--- config.mk ---
export PLATFORM = sky130hd
export DESIGN_NAME = multicycle_ctrl
export DESIGN_NICKNAME = d
export VERILOG_FILES = /design/src/rtl/multicycle_ctrl.sv
export SDC_FILE = /design/constraint.sdc
export NUM_CORES = 1
export LEC_CHECK = 0
export ABC_AREA = 1
export BUFFER_PORTS_ARGS = -buffer_cell sky130_fd_sc_hd__buf_2
export CORE_UTILIZATION = 46
export DETAILED_ROUTE_END_ITERATION = 12
export GPL_ROUTABILITY_DRIVEN = 1
export HOLD_SLACK_MARGIN = 0.15
export PLACE_DENSITY = 0.72
export SLEW_MARGIN = 20
export SYNTH_ARGS = -nofsm -noshare
export SYNTH_HDL_FRONTEND = slang
export SYNTH_SLANG_ARGS = --single-unit
export TNS_END_PERCENT = 5
--- constraint.sdc ---
create_clock -name clk -period 2.2 [get_ports clk]
set_input_delay 0.44 -clock clk [delete_from_list [all_inputs] [get_ports clk]]
set_output_delay 0.44 -clock clk [all_outputs]
set_load 0.01 [all_outputs]
--- src/rtl/multicycle_ctrl.sv ---
// multicycle_ctrl: FSM-sequenced control unit for the multi-cycle RV32I-subset core.
//   The FSM sequences FETCH -> DECODE -> EXEC -> (MEM) -> (WB). Memory requests use
//   ack handshakes and are bounded by a WAIT_MAX-cycle timeout. Illegal encodings and
//   timeouts park the FSM in TRAP until reset.
// Optional feature: define MUL_EXT_EN to decode R-type funct7=0000001/funct3=000 as MUL.
// Ports:
//   clk, rst_n                  clock, async active-low reset
//   opcode, funct3, funct7      IR fields, valid from the cycle after ir_we
//   imem_ack, dmem_ack          memory acks (sampled in FETCH / MEM only)
//   mul_done                    multiplier result valid (MUL_EXT_EN only)
//   imem_req, ir_we, dmem_req, ram_we, pc_we, rf_we, mul_start   strobes/requests
//   sext_op, npc_op, alu_op, alu_bsel, rf_wsel                   registered datapath controls
//   illegal, bus_err            sticky trap causes
//   state                       FETCH=0 DECODE=1 EXEC=2 MEM=3 WB=4 TRAP=5
module multicycle_ctrl #(
  parameter int unsigned WAIT_MAX = 15,
  parameter int unsigned CNT_W    = 8
) (
  input  logic       clk,
  input  logic       rst_n,
  input  logic [6:0] opcode,
  input  logic [2:0] funct3,
  input  logic [6:0] funct7,
  input  logic       imem_ack,
  input  logic       dmem_ack,
  input  logic       mul_done,
  output logic       imem_req,
  output logic       ir_we,
  output logic       dmem_req,
  output logic       ram_we,
  output logic       pc_we,
  output logic       rf_we,
  output logic [2:0] sext_op,
  output logic [2:0] npc_op,
  output logic [3:0] alu_op,
  output logic [2:0] alu_bsel,
  output logic [2:0] rf_wsel,
  output logic       mul_start,
  output logic       illegal,
  output logic       bus_err,
  output logic [2:0] state
);

  // Control encodings shared with the datapath
  localparam logic [2:0] EXT_NONE = 3'd0;
  localparam logic [2:0] EXT_I    = 3'd1;
  localparam logic [2:0] EXT_S    = 3'd2;
  localparam logic [2:0] EXT_B    = 3'd3;
  localparam logic [2:0] EXT_U    = 3'd4;
  localparam logic [2:0] EXT_J    = 3'd5;

  localparam logic [2:0] NPC_PC4  = 3'd0;
  localparam logic [2:0] NPC_JMP  = 3'd1;
  localparam logic [2:0] NPC_JMPR = 3'd2;
  localparam logic [2:0] NPC_COM  = 3'd3;

  localparam logic [3:0] ALU_ADD  = 4'd0;
  localparam logic [3:0] ALU_SUB  = 4'd1;
  localparam logic [3:0] ALU_XOR  = 4'd2;
  localparam logic [3:0] ALU_OR   = 4'd3;
  localparam logic [3:0] ALU_AND  = 4'd4;
  localparam logic [3:0] ALU_SLL  = 4'd5;
  localparam logic [3:0] ALU_SRL  = 4'd6;
  localparam logic [3:0] ALU_SRA  = 4'd7;

  localparam logic [2:0] ALU_RS2  = 3'd0;
  localparam logic [2:0] ALU_EXT  = 3'd1;

  localparam logic [2:0] WB_ALU   = 3'd0;
  localparam logic [2:0] WB_DRAM  = 3'd1;
  localparam logic [2:0] WB_PC4   = 3'd2;
  localparam logic [2:0] WB_EXT   = 3'd3;
  localparam logic [2:0] WB_MUL   = 3'd4;

  localparam logic [6:0] OP_LOAD   = 7'b0000011;
  localparam logic [6:0] OP_IMM    = 7'b0010011;
  localparam logic [6:0] OP_STORE  = 7'b0100011;
  localparam logic [6:0] OP_REG    = 7'b0110011;
  localparam logic [6:0] OP_LUI    = 7'b0110111;
  localparam logic [6:0] OP_BRANCH = 7'b1100011;
  localparam logic [6:0] OP_JALR   = 7'b1100111;
  localparam logic [6:0] OP_JAL    = 7'b1101111;

  typedef enum logic [2:0] {
    S_FETCH  = 3'd0,
    S_DECODE = 3'd1,
    S_EXEC   = 3'd2,
    S_MEM    = 3'd3,
    S_WB     = 3'd4,
    S_TRAP   = 3'd5
  } state_e;

  // Instruction class: decides the path taken after EXEC
  typedef enum logic [2:0] {
    C_WB     = 3'd0,
    C_BRANCH = 3'd1,
    C_LOAD   = 3'd2,
    C_STORE  = 3'd3,
    C_MUL    = 3'd4
  } cls_e;

  state_e           state_q, state_d;
  logic [CNT_W-1:0] cnt_q, cnt_d;
  logic             illegal_q, illegal_d;
  logic             bus_err_q, bus_err_d;
  cls_e             cls_q;
  logic [2:0]       sext_q, npc_q, bsel_q, wsel_q;
  logic [3:0]       alu_q;

  logic             ctl_ld;
  logic             dec_ok;
  cls_e             dec_cls;
  logic [2:0]       dec_sext, dec_npc, dec_bsel, dec_wsel;
  logic [3:0]       dec_alu;

  logic imem_req_c, ir_we_c, dmem_req_c, ram_we_c, pc_we_c, rf_we_c, mul_start_c;

  // Instruction decoder on the live IR fields; consumed only in DECODE
  always_comb begin
    dec_ok   = 1'b1;
    dec_cls  = C_WB;
    dec_sext = EXT_NONE;
    dec_npc  = NPC_PC4;
    dec_alu  = ALU_ADD;
    dec_bsel = ALU_RS2;
    dec_wsel = WB_ALU;
    case (opcode)
      OP_REG: begin
        case ({funct7, funct3})
          10'b0000000_000: dec_alu = ALU_ADD;
          10'b0100000_000: dec_alu = ALU_SUB;
          10'b0000000_100: dec_alu = ALU_XOR;
          10'b0000000_110: dec_alu = ALU_OR;
          10'b0000000_111: dec_alu = ALU_AND;
          10'b0000000_001: dec_alu = ALU_SLL;
          10'b0000000_101: dec_alu = ALU_SRL;
          10'b0100000_101: dec_alu = ALU_SRA;
`ifdef MUL_EXT_EN
          10'b0000001_000: begin
            dec_cls  = C_MUL;
            dec_wsel = WB_MUL;
          end
`endif
          default: dec_ok = 1'b0;
        endcase
      end
      OP_IMM: begin
        dec_sext = EXT_I;
        dec_bsel = ALU_EXT;
        case (funct3)
          3'b000: dec_alu = ALU_ADD;
          3'b100: dec_alu = ALU_XOR;
          3'b110: dec_alu = ALU_OR;
          3'b111: dec_alu = ALU_AND;
          3'b001: begin
            dec_alu = ALU_SLL;
            dec_ok  = (funct7 == 7'b0000000);
          end
          3'b101: begin
            dec_alu = (funct7 == 7'b0100000) ? ALU_SRA : ALU_SRL;
            dec_ok  = (funct7 == 7'b0000000) || (funct7 == 7'b0100000);
          end
          default: dec_ok = 1'b0;
        endcase
      end
      OP_LUI: begin
        dec_sext = EXT_U;
        dec_wsel = WB_EXT;
      end
      OP_JAL: begin
        dec_sext = EXT_J;
        dec_npc  = NPC_JMP;
        dec_wsel = WB_PC4;
      end
      OP_JALR: begin
        dec_sext = EXT_I;
        dec_npc  = NPC_JMPR;
        dec_bsel = ALU_EXT;
        dec_wsel = WB_PC4;
        dec_ok   = (funct3 == 3'b000);
      end
      OP_LOAD: begin
        dec_cls  = C_LOAD;
        dec_sext = EXT_I;
        dec_bsel = ALU_EXT;
        dec_wsel = WB_DRAM;
        dec_ok   = (funct3 == 3'b010);
      end
      OP_STORE: begin
        dec_cls  = C_STORE;
        dec_sext = EXT_S;
        dec_bsel = ALU_EXT;
        dec_ok   = (funct3 == 3'b010);
      end
      OP_BRANCH: begin
        dec_cls  = C_BRANCH;
        dec_sext = EXT_B;
        dec_npc  = NPC_COM;
        dec_alu  = ALU_SUB;
        dec_ok   = (funct3 == 3'b000) || (funct3 == 3'b001) ||
                   (funct3 == 3'b100) || (funct3 == 3'b101);
      end
      default: dec_ok = 1'b0;
    endcase
  end

  // Next-state and strobe logic
  always_comb begin
    state_d     = state_q;
    cnt_d       = cnt_q;
    illegal_d   = illegal_q;
    bus_err_d   = bus_err_q;
    ctl_ld      = 1'b0;
    imem_req_c  = 1'b0;
    ir_we_c     = 1'b0;
    dmem_req_c  = 1'b0;
    ram_we_c    = 1'b0;
    pc_we_c     = 1'b0;
    rf_we_c     = 1'b0;
    mul_start_c = 1'b0;
    case (state_q)
      S_FETCH: begin
        imem_req_c = 1'b1;
        if (imem_ack) begin
          ir_we_c = 1'b1;
          state_d = S_DECODE;
        end else if (cnt_q == CNT_W'(WAIT_MAX)) begin
          state_d   = S_TRAP;
          bus_err_d = 1'b1;
        end else begin
          cnt_d = cnt_q + CNT_W'(1);
        end
      end
      S_DECODE: begin
        if (dec_ok) begin
          ctl_ld  = 1'b1;
          state_d = S_EXEC;
        end else begin
          illegal_d = 1'b1;
          state_d   = S_TRAP;
        end
      end
      S_EXEC: begin
        case (cls_q)
          C_BRANCH: begin
            pc_we_c = 1'b1;
            state_d = S_FETCH;
          end
          C_LOAD, C_STORE: state_d = S_MEM;
`ifdef MUL_EXT_EN
          // cnt_q==0 marks the launch cycle; mul_done is honoured afterwards
          C_MUL: begin
            mul_start_c = (cnt_q == '0);
            if ((cnt_q != '0) && mul_done) state_d = S_WB;
            else                           cnt_d   = CNT_W'(1);
          end
`endif
          default: state_d = S_WB;
        endcase
      end
      S_MEM: begin
        dmem_req_c = 1'b1;
        ram_we_c   = (cls_q == C_STORE);
        if (dmem_ack) begin
          if (cls_q == C_STORE) begin
            pc_we_c = 1'b1;
            state_d = S_FETCH;
          end else begin
            state_d = S_WB;
          end
        end else if (cnt_q == CNT_W'(WAIT_MAX)) begin
          state_d   = S_TRAP;
          bus_err_d = 1'b1;
        end else begin
          cnt_d = cnt_q + CNT_W'(1);
        end
      end
      S_WB: begin
        rf_we_c = 1'b1;
        pc_we_c = 1'b1;
        state_d = S_FETCH;
      end
      S_TRAP: state_d = S_TRAP;
      default: state_d = S_TRAP;
    endcase
    // Wait counter always restarts on a state change
    if (state_d != state_q) cnt_d = '0;
  end

  // FSM state, wait counter and sticky trap flags
  always_ff @(posedge clk or negedge rst_n) begin
    if (!rst_n) begin
      state_q   <= S_FETCH;
      cnt_q     <= '0;
      illegal_q <= 1'b0;
      bus_err_q <= 1'b0;
    end else begin
      state_q   <= state_d;
      cnt_q     <= cnt_d;
      illegal_q <= illegal_d;
      bus_err_q <= bus_err_d;
    end
  end

  // Decoded controls captured at the end of DECODE, held through EXEC/MEM/WB
  always_ff @(posedge clk or negedge rst_n) begin
    if (!rst_n) begin
      cls_q  <= C_WB;
      sext_q <= EXT_NONE;
      npc_q  <= NPC_PC4;
      alu_q  <= ALU_ADD;
      bsel_q <= ALU_RS2;
      wsel_q <= WB_ALU;
    end else if (ctl_ld) begin
      cls_q  <= dec_cls;
      sext_q <= dec_sext;
      npc_q  <= dec_npc;
      alu_q  <= dec_alu;
      bsel_q <= dec_bsel;
      wsel_q <= dec_wsel;
    end
  end

`ifndef MUL_EXT_EN
  logic unused_mul_done;
  assign unused_mul_done = mul_done;
`endif

  // Strobes are forced low while reset is asserted
  assign imem_req  = rst_n & imem_req_c;
  assign ir_we     = rst_n & ir_we_c;
  assign dmem_req  = rst_n & dmem_req_c;
  assign ram_we    = rst_n & ram_we_c;
  assign pc_we     = rst_n & pc_we_c;
  assign rf_we     = rst_n & rf_we_c;
  assign mul_start = rst_n & mul_start_c;

  assign sext_op  = sext_q;
  assign npc_op   = npc_q;
  assign alu_op   = alu_q;
  assign alu_bsel = bsel_q;
  assign rf_wsel  = wsel_q;
  assign illegal  = illegal_q;
  assign bus_err  = bus_err_q;
  assign state    = state_q;

endmodule

======== After elaboration in Yosys (flattened, before gate mapping) ========
Index checks and enable logic that the tools add are counted.
word-level totals
  bits in registers ....................... 32
  bits of input ports ..................... 22
cells by class
  add/sub/neg operators ................... 1
  equality and inequality tests ........... 35
  muxes and demuxes ....................... 40
  bitwise operators ....................... 7
  reductions and logical operators ........ 21
operators with widths
  cell                 count
  $pmux 3 s5           3
  $eq 10x3->1 const B  4
  $mux 8               4
  $eq 7x6->1 const B   4
  $eq 7x7->1 const B   3
  $pmux 3 s7           1
  $eq 10x9->1 const B  2
  $pmux 2 s3           3
  $mux 1               17
  $pmux 8 s2           1
  $eq 3x2->1 const B   5
  $eq 3x3->1 const B   5
  $mux 3               5
  $eq 10x1->1 const B  1
  $logic_not 10->1     1
  $eq 3x1->1 const B   3
  $pmux 3 s3           1
  $add 8x1->8 const B  1
  $eq 8x4->1 const B   1
  $reduce_or 2->1      4
  $reduce_or 4->1      2
  $reduce_or 8->1      1
  $eq 7x2->1 const B   1
  $eq 7x5->1 const B   1
  17 further kinds     30

======== Logic depth before layout (Yosys ltp) ========
  depth after elaboration ................. 10
  mapped depth ............................ 14

======== Worst setup path before layout ========
Ideal clock, no wire load.
  kind .................................... flip-flop to flip-flop
  start ................................... reg state_q[1] (netlist: state[1])
  end ..................................... reg cnt_q[6]
  library setup time ...................... 120 ps
  data arrival time ....................... 1642 ps
  required time ........................... 2080 ps
  slack ................................... 438 ps
  cell stages (with the launch flop) ...... 10
  buffers on the path ..................... 0
  clock period less this slack ............ 1762 ps
  cell sequence ........................... dfrtp_1 nor2_1 nand2_1 inv_1 nor2_2 nor3_4 nand4_4 nor2_2 xor2_1 nor2_1
between the ends
  cells in the longest elaborated chain, start to end .. 6
RTL lines
  what                                                              RTL line  text
  from (decl)                                                       102       state_e state_q, state_d;
  from (signal assigned)                                            298       state_q <= state_d;
  $mux 3                                                            227, 271
  $mux 3, on equally long branches                                  264, 224
  $pmux 3 s5                                                        221       case (state_q)
  $ne 3x3->1                                                        287       if (state_d != state_q) cnt_d = '0;
  $ne 3x3->1 (no line) / $reduce_bool 3->1 (equally long branches)  n/a
  $reduce_and 3->1 (no line)                                        n/a
  to (signal assigned)                                              299       cnt_q <= cnt_d;
  to (decl)                                                         103       logic [CNT_W-1:0] cnt_q, cnt_d;
Parallel ways exist; a longest one is shown, timed or not.
A chain may end at the register's enable or synchronous reset.

======== Worst setup path after layout ========
Same ends and word-level chain as after synthesis.

==> flow_summary.ini <==
[outcome]
outcome = completed

[finish]
nFillCells = 391
fin_area_um2 = 2160
instances_no_fill = 357
area_growth_pct = 19.2
antenna-diode-count = 0
drive_gt1_share_pct = 22.3
final_nets = 333
final_util_pct = 58.2
multi_input_comb_area_um2 = 980
register_area_um2 = 651

[placement]
pre_cts_ws_ns = 0.0914
port_buffers = 42
dp.cells = 353
dpl_cell_area_um2 = 2090
gp_congestion = 0.898
hpwl_um = 3120

[floorplan]
die-area_um2 = 4200
initial_core_util_pct = 48.9
fp.dieW_um = 64.8
rows = 22
coreArea_um2 = 3720
die_height_um = 64.8
pin_count = 50

[timing]
fin_skew_ns = 0.00539
maxSlewViolCount = 0
fin_crit_ns = 1.97
final_hold_viol_count = 0
rsz0062_at_grt = no
holdWs_ns = 0.162
fmax_ghz = 0.508
setup_violations = 0
tns_ns = 0
fin_crit_sh_pct = 89.5
final.setup.worst_slack_ns = 0.232

[pwr]
vdd_drop_max_uv = 374
power_mw = 1.71
swShare_pct = 38.0
power_density_nw_per_um2 = 789
switchingPower_uw = 649
power_leakage_nw = 1.16
intPower_mw = 1.06
seq_power_share_pct = 37.6
pwr-share-comb_pct = 39.5
clkPwrFrac_pct = 22.8

[route]
vias = 1795
drtAntennaViolNets = 0
wl_per_cell_um = 10.7
drt-initial-drc-count = 94
drt-pass1-iter-count = 4
viasPerCell = 5.03
drc_errors = 0
routed_wl_um = 3830

[clock_network]
cts_tree = built
clock_sinks = 26
cts_resized = 0
cts_made_buffers = 3
hold_buffers = 0
post-cts-setup-buffers = 0
clock_path_buffers = 2
clkTransAtPathRegs_ns = 0.09
cts_root_buf = clkbuf_8
htreeDepth = 1
clock_latency_ns = 0.27

[yosys]
yosys_register_bits = 26
syn_area_um2 = 1820
yosysSeqAreaShare_pct = 35.8
yosysUniqueCellTypes = 38
postSynthAreaPerCell_um2 = 6.96
yosysWarnings = 0
synthCells = 261

[global_route]
grt_first_pass_wirelength_um = 6780
grtUsageTotal_pct = 20.3
grt_pass1_vias = 1653
grt_antenna_before_repair = 0
overflow = 0
grt_max_degree = 27

[worst_setup_path]
ff2ff_setup_slack_ns = 0.23
reg2reg_to = cnt_q[6]$_DFFE_PN0P_
r2r_cells = 9
crit_fanout = 8
cp-end-kind = flop
worstPathRequired_ns = 2.37
critPathMaxStageDelay_ns = 0.47
cp.arrival_ns = 2.13
start_kind = flop
worstSetupPathType = flop to flop
cp_slowest_cell = dfrtp_1
timing.rr.start = state[1]$_DFF_PN0_
cp_cell_sequence = nor2_1, nand2_1, inv_1, nor2_2, nor3_4, nand4_4, nor2_2, xor2_1, nor2_1

[job]
max_cap_violations = 0

[hold_path]
hp-class = input port to async pin
power by group through the flow:
stage | registers, mW | logic (mW) | clock network (mW)
floorplan | 0.674 | 0.446 | 0
global placement | 0.649 | 0.665 | 0
detailed placement | 0.654 | 0.677 | 0
CTS | 0.646 | 0.679 | 0.399
global route | 0.660 | 0.759 | 0.419
finish | 0.642 | 0.675 | 0.390
sequential cells by signal, summed over array words and instances (netlist names):
signal / cells
cls_q: 2
sext_op: 3
illegal: 1
rf_wsel: 2
npc_op: 2
cnt_q: 8
alu_bsel: 1
alu_op: 3
bus_err: 1
state: 3
cells in the mapped netlist, drive strengths merged:
library cell / count / area share [%]
a21o: 1 / 0.41
a21oi: 6 / 1.9
a22oi: 1 / 0.41
a31o: 1 / 0.48
a31oi: 7 / 2.4
a32oi: 1 / 0.48
a41o: 1 / 0.55
and2: 1 / 0.34
buf: 8 / 3.4
conb: 1 / 0.21
dfrtp: 26 / 36
ha: 1 / 0.69
inv: 38 / 7.9
mux2i: 1 / 0.55
nand2: 57 / 12
nand3: 25 / 7.6
nand3b: 1 / 0.41
nand4: 4 / 2.2
nor2: 52 / 12
nor3: 9 / 3.4
nor4: 2 / 0.69
o21ai: 8 / 2.2
o31ai: 1 / 0.41
or2: 1 / 0.34
xnor2: 1 / 0.48
xor2: 6 / 2.9
how the worst max path moves through the flow:
| stage | start | to | slack, ns | depth (start not counted) |
|---|---|---|---|---|
| finish | state[1]$_DFF_PN0_ | cnt_q[6]$_DFFE_PN0P_ | 0.23 | 9 |
| global route | state[1]$_DFF_PN0_ | cnt_q[6]$_DFFE_PN0P_ | 0.05 | 9 |
| CTS | state[1]$_DFF_PN0_ | cnt_q[6]$_DFFE_PN0P_ | 0.21 | 9 |
| detailed placement | opcode[2] | rf_wsel[0]$_DFFE_PN0P_ | 0.09 | 15 |
| global placement | opcode[2] | alu_op[0]$_DFFE_PN0P_ | 0.13 | 14 |
| floorplan | state[1]$_DFF_PN0_ | cnt_q[6]$_DFFE_PN0P_ | 0.44 | 9 |
routing by layer:
metal	track usage (%)	share of wire, %	vias up
li1	-	-	927
met1	24.4	45	818
met2	37.2	50	46
met3	2.11	4.1	4
met4	6.39	1.1	0
met5	0	0	-
cells in the final DEF (no fill, tap or decap), types with 2 or more instances in the layout:
cell      instances
a21oi_1           5
a31oi_1           7
buf_2            42
buf_4             4
clkbuf_8          3
conb_1            6
dfrtp_1          26
inv_1            35
inv_2             3
nand2_1          55
nand2_2           2
nand3_1          24
nand4_1           3
nor2_1           46
nor2_2            5
nor3_1            7
nor4_1            2
o21ai_0           7
xor2_1            6
cell families (layout without fill, tap and decap cells):
family,Yosys count,after routing,synth area share [%]
AOI/OAI and AO/OA,27,27,9.23
buffers and inverters,46,89,11.2
adders and majority gates,1,1,0.689
muxes,1,1,0.551
other,1,6,0.207
DFF,26,26,35.8
xor gates and xnor gates,7,7,3.38
and+or+nand+nor,152,152,38.9
layout make-up:
| type | count | area share, % |
|---|---|---|
| Clock buffer | 3 | 1.91 |
| Clock inverter | 1 | 1.39 |
| Inverter | 38 | 6.59 |
| Multi-Input combinational cell | 194 | 45.3 |
| Sequential cell | 26 | 30.1 |
| Tap cell | 48 | 2.77 |
| Timing Repair Buffer | 47 | 12.0 |
critical path: cells and delay by family, from the launching register on:
| family | cells | cell delay, ns |
|---|---|---|
| buf+inv | 1 | 0.12 |
| xor+xnor | 1 | 0.15 |
| simple gates | 7 | 1.11 |
| flops | 1 | 0.47 |
No activity file was read; power rests on OpenSTA's default activity.
